$ cat src/rtl/multicycle_controller_pkg.sv
// Shared encodings for the multi-cycle RV32I controller: ALU operations,
// opcode values, controller states and datapath select encodings.
package multicycle_controller_pkg;

    typedef enum logic [3:0] {
        ALU_ADD  = 4'd0,
        ALU_SUB  = 4'd1,
        ALU_SLL  = 4'd2,
        ALU_SLT  = 4'd3,
        ALU_SLTU = 4'd4,
        ALU_XOR  = 4'd5,
        ALU_SRL  = 4'd6,
        ALU_SRA  = 4'd7,
        ALU_OR   = 4'd8,
        ALU_AND  = 4'd9,
        ALU_LUI  = 4'd10
    } alu_ops_t;

    localparam logic [6:0] OP_LOAD   = 7'b0000011;
    localparam logic [6:0] OP_STORE  = 7'b0100011;
    localparam logic [6:0] OP_R      = 7'b0110011;
    localparam logic [6:0] OP_IMM    = 7'b0010011;
    localparam logic [6:0] OP_BRANCH = 7'b1100011;
    localparam logic [6:0] OP_JAL    = 7'b1101111;
    localparam logic [6:0] OP_JALR   = 7'b1100111;
    localparam logic [6:0] OP_LUI    = 7'b0110111;
    localparam logic [6:0] OP_AUIPC  = 7'b0010111;

    typedef enum logic [3:0] {
        S_FETCH    = 4'd0,
        S_DECODE   = 4'd1,
        S_MEMADR   = 4'd2,
        S_MEMREAD  = 4'd3,
        S_MEMWB    = 4'd4,
        S_MEMWRITE = 4'd5,
        S_EXECR    = 4'd6,
        S_EXECI    = 4'd7,
        S_ALUWB    = 4'd8,
        S_BRANCH   = 4'd9,
        S_JALRADR  = 4'd10,
        S_JAL      = 4'd11,
        S_LUI      = 4'd12,
        S_ILLEGAL  = 4'd13
    } mc_state_t;

    localparam logic [1:0] SRC_A_PC    = 2'd0;
    localparam logic [1:0] SRC_A_OLDPC = 2'd1;
    localparam logic [1:0] SRC_A_RS1   = 2'd2;

    localparam logic [1:0] SRC_B_RS2   = 2'd0;
    localparam logic [1:0] SRC_B_IMM   = 2'd1;
    localparam logic [1:0] SRC_B_FOUR  = 2'd2;

    localparam logic [1:0] RES_ALUOUT    = 2'd0;
    localparam logic [1:0] RES_MEMDATA   = 2'd1;
    localparam logic [1:0] RES_ALURESULT = 2'd2;

endpackage

$ cat src/rtl/multicycle_controller_alu_decoder.sv
// ALU operation decode for register and immediate arithmetic instructions.
// SUB is only possible for register-register ops; shifts pick SRA by funct7b5.
module multicycle_controller_alu_decoder
    import multicycle_controller_pkg::*;
(
    input  logic [6:0] opcode,
    input  logic [2:0] funct3,
    input  logic       funct7b5,
    output alu_ops_t   alu_op
);

    logic is_r;

    assign is_r = (opcode == OP_R);

    // funct3 selects the operation; funct7b5 refines ADD/SUB and SRL/SRA
    always_comb begin
        alu_op = ALU_ADD;
        case (funct3)
            3'b000:  alu_op = (is_r && funct7b5) ? ALU_SUB : ALU_ADD;
            3'b001:  alu_op = ALU_SLL;
            3'b010:  alu_op = ALU_SLT;
            3'b011:  alu_op = ALU_SLTU;
            3'b100:  alu_op = ALU_XOR;
            3'b101:  alu_op = funct7b5 ? ALU_SRA : ALU_SRL;
            3'b110:  alu_op = ALU_OR;
            3'b111:  alu_op = ALU_AND;
            default: alu_op = ALU_ADD;
        endcase
    end

endmodule

$ cat src/rtl/multicycle_controller.sv
// Control FSM for the multi-cycle RV32I datapath. Sequences fetch, decode,
// execute, memory and writeback, driving ALU operand selects and operation.
//
// Memory handshake: mem_req is raised together with mem_we and addr_src and
// all three are held unchanged until the cycle in which mem_ready is high;
// that cycle completes the transfer. Reset drops mem_req immediately.
module multicycle_controller
    import multicycle_controller_pkg::*;
(
    input  logic       clk,
    input  logic       rst,
    input  logic [6:0] opcode,
    input  logic [2:0] funct3,
    input  logic       funct7b5,
    input  logic       alu_zero,
    input  logic       alu_lsb,
    input  logic       mem_ready,
    output logic       mem_req,
    output logic       mem_we,
    output logic       addr_src,
    output logic       ir_write,
    output logic       pc_write,
    output logic       pc_src,
    output logic [1:0] alu_src_a,
    output logic [1:0] alu_src_b,
    output alu_ops_t   alu_op,
    output logic [1:0] result_src,
    output logic       reg_write,
    output logic       instr_done,
    output logic       illegal
);

    mc_state_t state;
    mc_state_t next_state;
    alu_ops_t  dec_op;
    logic      take;

    multicycle_controller_alu_decoder u_alu_decoder (
        .opcode   (opcode),
        .funct3   (funct3),
        .funct7b5 (funct7b5),
        .alu_op   (dec_op)
    );

    // State register; reset returns to FETCH
    always_ff @(posedge clk) begin
        if (rst) state <= S_FETCH;
        else     state <= next_state;
    end

    // Next-state and Moore outputs; everything at defaults while in reset
    always_comb begin
        next_state = state;
        mem_req    = 1'b0;
        mem_we     = 1'b0;
        addr_src   = 1'b0;
        ir_write   = 1'b0;
        pc_write   = 1'b0;
        pc_src     = 1'b0;
        alu_src_a  = SRC_A_PC;
        alu_src_b  = SRC_B_RS2;
        alu_op     = ALU_ADD;
        result_src = RES_ALUOUT;
        reg_write  = 1'b0;
        instr_done = 1'b0;
        illegal    = 1'b0;
        take       = 1'b0;
        if (rst) begin
            next_state = S_FETCH;
        end else begin
            case (state)
                S_FETCH: begin
                    mem_req = 1'b1;
                    if (mem_ready) begin
                        ir_write   = 1'b1;
                        pc_write   = 1'b1;
                        alu_src_a  = SRC_A_PC;
                        alu_src_b  = SRC_B_FOUR;
                        next_state = S_DECODE;
                    end
                end
                S_DECODE: begin
                    // oldPC + imm lands in ALUOut for branch/JAL/AUIPC
                    alu_src_a = SRC_A_OLDPC;
                    alu_src_b = SRC_B_IMM;
                    case (opcode)
                        OP_LOAD, OP_STORE: next_state = S_MEMADR;
                        OP_R:              next_state = S_EXECR;
                        OP_IMM:            next_state = S_EXECI;
                        OP_BRANCH:         next_state = S_BRANCH;
                        OP_JAL:            next_state = S_JAL;
                        OP_JALR:           next_state = S_JALRADR;
                        OP_LUI:            next_state = S_LUI;
                        OP_AUIPC:          next_state = S_ALUWB;
                        default:           next_state = S_ILLEGAL;
                    endcase
                end
                S_MEMADR: begin
                    alu_src_a  = SRC_A_RS1;
                    alu_src_b  = SRC_B_IMM;
                    next_state = (opcode == OP_LOAD) ? S_MEMREAD : S_MEMWRITE;
                end
                S_MEMREAD: begin
                    mem_req  = 1'b1;
                    addr_src = 1'b1;
                    if (mem_ready) next_state = S_MEMWB;
                end
                S_MEMWB: begin
                    result_src = RES_MEMDATA;
                    reg_write  = 1'b1;
                    instr_done = 1'b1;
                    next_state = S_FETCH;
                end
                S_MEMWRITE: begin
                    mem_req  = 1'b1;
                    mem_we   = 1'b1;
                    addr_src = 1'b1;
                    if (mem_ready) begin
                        instr_done = 1'b1;
                        next_state = S_FETCH;
                    end
                end
                S_EXECR: begin
                    alu_src_a  = SRC_A_RS1;
                    alu_src_b  = SRC_B_RS2;
                    alu_op     = dec_op;
                    next_state = S_ALUWB;
                end
                S_EXECI: begin
                    alu_src_a  = SRC_A_RS1;
                    alu_src_b  = SRC_B_IMM;
                    alu_op     = dec_op;
                    next_state = S_ALUWB;
                end
                S_ALUWB: begin
                    result_src = RES_ALUOUT;
                    reg_write  = 1'b1;
                    instr_done = 1'b1;
                    next_state = S_FETCH;
                end
                S_BRANCH: begin
                    // Comparison result arrives on the ALU flags; target sits in ALUOut
                    alu_src_a = SRC_A_RS1;
                    alu_src_b = SRC_B_RS2;
                    pc_src    = 1'b1;
                    case (funct3[2:1])
                        2'b00: begin
                            alu_op = ALU_SUB;
                            take   = alu_zero ^ funct3[0];
                        end
                        2'b10: begin
                            alu_op = ALU_SLT;
                            take   = alu_lsb ^ funct3[0];
                        end
                        2'b11: begin
                            alu_op = ALU_SLTU;
                            take   = alu_lsb ^ funct3[0];
                        end
                        default: take = 1'b0;
                    endcase
                    if (funct3[2:1] == 2'b01) begin
                        next_state = S_ILLEGAL;
                    end else begin
                        pc_write   = take;
                        instr_done = 1'b1;
                        next_state = S_FETCH;
                    end
                end
                S_JALRADR: begin
                    alu_src_a  = SRC_A_RS1;
                    alu_src_b  = SRC_B_IMM;
                    next_state = S_JAL;
                end
                S_JAL: begin
                    // Jump to ALUOut while computing the link address oldPC+4
                    pc_write   = 1'b1;
                    pc_src     = 1'b1;
                    alu_src_a  = SRC_A_OLDPC;
                    alu_src_b  = SRC_B_FOUR;
                    next_state = S_ALUWB;
                end
                S_LUI: begin
                    alu_src_b  = SRC_B_IMM;
                    alu_op     = ALU_LUI;
                    next_state = S_ALUWB;
                end
                S_ILLEGAL: begin
                    illegal    = 1'b1;
                    next_state = S_ILLEGAL;
                end
                default: next_state = S_FETCH;
            endcase
        end
    end

endmodule

$ cat config.mk
export PLATFORM = sky130hd
export DESIGN_NAME = multicycle_controller
export DESIGN_NICKNAME = d
export VERILOG_FILES = /design/src/rtl/multicycle_controller_pkg.sv /design/src/rtl/multicycle_controller_alu_decoder.sv /design/src/rtl/multicycle_controller.sv
export SDC_FILE = /design/constraint.sdc
export NUM_CORES = 1
export LEC_CHECK = 0
export CORE_MARGIN = 8
export CORE_UTILIZATION = 43
export DETAILED_ROUTE_END_ITERATION = 10
export HOLD_SLACK_MARGIN = 0.05
export PLACE_DENSITY = 0.79
export SYNTH_ARGS = -nofsm -noshare
export SYNTH_HDL_FRONTEND = slang
export SYNTH_SLANG_ARGS = --single-unit
$ cat constraint.sdc
create_clock -name clk -period 2.36 [get_ports clk]
set_clock_uncertainty 0.2 [all_clocks]
set_input_delay 0.472 -clock clk [delete_from_list [all_inputs] [get_ports clk]]
set_output_delay 0.472 -clock clk [all_outputs]
set_load 0.01 [all_outputs]
After elaboration in Yosys (flattened, before gate mapping):

Index checks and enable logic that the tools add are counted.

* register bits after elaboration: 4
* word-level logic and storage cells: 96

* equality and inequality tests: 35
* bitwise logic cells: 2
* mux-type cells: 42
* reductions and logical operators: 16

Operator list (number)
* 4-bit one-hot mux with 8 select lines: 2
* 4-bit one-hot mux with 9 select lines: 1
* 4-bit equality test, second input constant: 6
* 1-bit 2-to-1 mux: 23
* 7-bit by 6-bit equality test with 1-bit output, second input constant: 3
* 7-bit equality test, second input constant: 3
* 4-bit 2-to-1 mux: 5
* 4-bit by 3-bit equality test with 1-bit output, second input constant: 4
* 7-bit by 5-bit equality test with 1-bit output, second input constant: 2
* 2-bit OR reduction: 7
* 3-bit equality test, second input constant: 4
* 4-bit one-hot mux with 3 select lines: 1
* 5-bit OR reduction: 2
* 3-bit one-hot mux with 3 select lines: 1
* 4-bit by 2-bit equality test with 1-bit output, second input constant: 2
* 7-bit by 2-bit equality test with 1-bit output, second input constant: 1
* 3-bit by 2-bit equality test with 1-bit output, second input constant: 2
* 2-bit 2-to-1 mux: 3
* 2-bit inequality test, second input constant: 3
* 1-bit one-hot mux with 3 select lines: 2
* 2-bit one-hot mux with 3 select lines: 1
* 2-bit equality test, second input constant: 2
* 4-bit by 1-bit equality test with 1-bit output, second input constant: 1
* 4-bit logical NOT: 1
* 12 further kinds: 13

Longest topological paths before layout:

* depth after elaboration: 6
* depth in mapped cells: 7
* gate-level depth less buffers: 5

By module:

Synthesis repeated with hierarchy kept, for this count alone.

* cell total of the unflattened synthesis: 152
* area total of the unflattened synthesis: 977.2 µm²

By module, submodules not included
* multicycle_controller: area each 867.1 µm², cells an instance 138, seq. area each 80.1 µm², times used 1
* multicycle_controller_alu_decoder: area each 110.1 µm², cells an instance 14, seq. area each 0.0 µm², times used 1

Worst setup path before layout:

Ideal clock, no wire load.

* path kind: input to output
* start point: input port mem_ready
* end point: output port alu_src_b[1]
* buffers on the path: 1
* path slack: 259 ps
* cell stages on the path: 6
* data required time: 1688 ps
* data arrival time: 1429 ps
* path through: clkbuf_2 > inv_1 > or3_1 > nor2_1 > a31oi_1 > nor3_1

* word-level cells in the longest chain between the ends: 3

Ends and longest elaborated chain
* start, declared: RTL line multicycle_controller.sv:17 `input logic mem_ready,`
* 2-bit 2-to-1 mux: RTL line multicycle_controller.sv:74 `if (mem_ready) begin`
* 2-bit one-hot mux with 3 select lines: RTL line multicycle_controller.sv:71 `case (state)`
* 2-bit 2-to-1 mux: RTL line multicycle_controller.sv:68 `if (rst) begin`
* end, declared: RTL line multicycle_controller.sv:25 `output logic [1:0] alu_src_b,`

No other way between the ends.

Worst setup path after layout:

* start point: register state[0]
* end point: output port alu_src_b[0]

* word-level cells in the longest chain between the ends: 4
* elaborated cells between the ends (all ways): 10

Ends and longest elaborated chain
* start, declared: RTL line multicycle_controller.sv:33 `mc_state_t state;`
* start signal, assigned: RTL line multicycle_controller.sv:48 `else state <= next_state;`
* 4-bit by 1-bit equality test with 1-bit output (tied with other cells): RTL line multicycle_controller.sv:71
* 5-bit OR reduction (no line)
* 2-bit one-hot mux with 3 select lines *: RTL line multicycle_controller.sv:71
* 2-bit 2-to-1 mux *: RTL line multicycle_controller.sv:68

Mark *: on every way between the ends. The rest lies on a longest branch, timed or not.

==> results.toml <==
[status]
status = "finished clean"

[pwr]
power_frac_seq_pct = 13.1
p_leak_nw = 0.7232
switching_share_pct = 47.72
peakVddDrop_uv = 409.5
pwr-share-comb_pct = 77.7
p_int_uw = 479.6
finalPower_uw = 917.4
clkPwrFrac_pct = 9.2
p_sw_uw = 437.8
power_density_nw_per_um2 = 589.8

[layout]
regMostFlops = "state"
fin_area_um2 = 1555
layout-drive-gt1-share_pct = 38.10
largestRegisters = "state x4"
largest_register_ffs = 4
layout.nets = 228
final_util_pct = 79.27
synthToLayoutAreaGrowth_pct = 74.09
nFillCells = 148
diodes = 0

[clock_network]
numCtsBuffers = 3
cts_root_buf = "clkbuf_4"
cts_tree = "yes"
clk_latency_ns = 0.23
htreeDepth = 1
cts.sinks = 4
path_clk_slew_ns = 0.04
clockBufferDepth = 2

[critical_path]
reg2regPathDepth = 7
path_buf_inv = 2
crit_cells = 5
critPathCaptureType = "output pin"
worst-path-max-fanout = 11
crit_arrival_ns = 1.62
crit_path_end = "alu_src_b[0]"
start_kind = "flop"
path_class = "flop to output pin"
slowest_delay_ns = 0.46
critical_path.top_delay_family = "buffers and inverters"
reg2reg_to = "state[1]"
cp_cell_sequence = "buf_4 -> nor2b_1 -> a21oi_1 -> nor2_1 -> dlygate4sd2_1"
r2r_start = "state[1]"
crit_path_start = "state[0]"
cp_slowest_cell = "dfxtp_1"
ff2ff_setup_slack_ns = 0.53
worst_ep_required_time_ns = 1.69

[sta]
max_freq_ghz = 0.4360
timing_hold_violations_final = 0
drv_slew = 0
finalCritPeriodShare_pct = 97.19
final-setup-viol-count = 0
finalCriticalPeriod_ns = 2.294

[placement]
portBuffers = 33
dp_hpwl_mm = 2.760
globalplace.congestion = 0.8871
dpl_cell_area_um2 = 1479

[synth]
synth-seq-area-share_pct = 8.964
synth_nets = 160
synthArstFlopShare_pct = 0
synthFlopType = "dfxtp_1"
synth.avg_cell_area_um2 = 6.204
synth-edff-count = 0
ys_warn_count = 0
synth_cell_types = 45
netlist_area_um2 = 893.4
syn_inst = 144
synth-seq-cells = 4

[detailed_routing]
wl_per_cell_um = 16.56
drt_iter0_drc = 78
vias = 1420
first_pass_iters = 4
ant_nets = 0
vias_per_cell = 5.992
routed_wirelength_mm = 3.924
drc = 0

[grt]
grt_antenna_before_repair = 0
grt_use_total_pct = 19.58
grt_pass1_wl_mm = 5.844
grt_max_degree = 14
grt_pass1_vias = 1381
gr-total-overflow = 0

[floorplanning]
row_count = 16
core_area_um2 = 1962
die_w_um = 61.58
initial_core_util_pct = 45.54
die_h_um = 61.58
die_area_um2 = 3792
ioPinCount = 35

[job]
drv_cap = 0

[worst_hold_path]
min_path_type = "flop to flop"
==> what timing repair did <==
item	CTS	global route
setup endpoints to repair	18	13
setup buffers	3	1
hold buffers	0	0
gates resized for setup	73	19
pin swaps	11	6
==> tightest hold or removal path, delay by kind of cell (launching register included) <==
family	cells	cell delay (ns)
flops	1	0.35
compound gates	1	0.06
buf+inv	1	0.17
==> layout make-up <==
cell class,instances,area [um2],share of cell area (%)
Clock buffer,3,22.52,1.448
Inverter,6,22.52,1.448
Multi-Input combinational cell,118,774.5,49.80
Sequential cell,4,82.58,5.310
Tap cell,27,33.78,2.172
Timing Repair Buffer,79,619.3,39.82
==> worst min path at each step <==
| stage | start | end | slack, ns | cells past startpoint |
|---|---|---|---|---|
| floorplan | state[1] | state[1] | 0.47 | 4 |
| global placement | state[2] | state[1] | 0.45 | 2 |
| detailed placement | state[2] | state[1] | 0.45 | 2 |
| CTS | state[2] | state[1] | 0.45 | 2 |
| global route | state[2] | state[1] | 0.45 | 2 |
| finish | state[2] | state[1] | 0.43 | 2 |
==> cell families (layout without fill, tap and decap cells) <==
| kind of cell | after synthesis | after routing | share of synthesized area [%] |
|---|---|---|---|
| simple gates | 62 | 62 | 35.86 |
| compound gates | 50 | 50 | 36.70 |
| buf+inv | 22 | 88 | 13.02 |
| xor+xnor | 4 | 4 | 3.922 |
| flops | 4 | 4 | 8.964 |
| other cells | 1 | 1 | 0.4198 |
| mux | 1 | 1 | 1.120 |
==> through the flow <==
stage                TNS (ns)  setup WS, ns  instances  hold slack, ns
global placement       -5.912       -0.5338        230          0.4452
global route        -0.006745     -0.006745        237          0.4478
CTS                         0      0.006486        236          0.4539
finish                      0       0.06628        237          0.4256
floorplan                   0        0.2587        144          0.4677
detailed placement     -6.441       -0.5691        230          0.4469
==> cell usage after synthesis (3+ instances only) <==
cell / n / area (um2)
clkbuf_1: 4 / 15.01
dfxtp_1: 4 / 80.08
nand2b_1: 3 / 18.77
nand2_1: 11 / 41.29
buf_2: 5 / 25.02
nor2b_1: 7 / 43.79
a31oi_1: 4 / 25.02
buf_4: 5 / 37.54
nor3_1: 10 / 50.05
o21ai_0: 12 / 60.06
nor4_1: 3 / 18.77
a21oi_1: 13 / 65.06
inv_1: 6 / 22.52
nor2_1: 15 / 56.30
==> routing by layer <==
layer	part of all wire [%]	global-route usage (%)	up-vias
met5	0	0	-
met4	1.4	6.169	0
met3	7.1	2.505	10
met2	50	37.81	77
met1	42	21.01	666
li1	-	-	667
==> cell usage in the layout, fill, tap and decap left out, types with 3 or more instances in the layout <==
cell type / netlist / routed
clkbuf_4: 0 / 3
a21oi_1: 13 / 13
buf_6: 1 / 4
o21ai_0: 12 / 12
nand2_1: 11 / 10
dlygate4sd2_1: 0 / 14
clkdlybuf4s50_1: 0 / 3
nor3_2: 0 / 3
nor2b_1: 7 / 6
clkbuf_2: 1 / 3
nand2b_1: 3 / 3
buf_4: 5 / 42
a31oi_1: 4 / 4
inv_1: 6 / 5
buf_2: 5 / 9
nor2_1: 15 / 13
nor3_1: 10 / 7
==> power by group through the flow <==
stage / clock (mW) / sequential [mW] / combinational, mW
5_1_grt: 0.0870 / 0.124 / 0.769
3_3_place_gp: 0 / 0.115 / 0.669
4_1_cts: 0.0843 / 0.117 / 0.672
3_5_place_dp: 0 / 0.116 / 0.682
6_report: 0.0847 / 0.120 / 0.713
2_1_floorplan: 0 / 0.104 / 0.388
No activity file was read; power rests on OpenSTA's default activity.
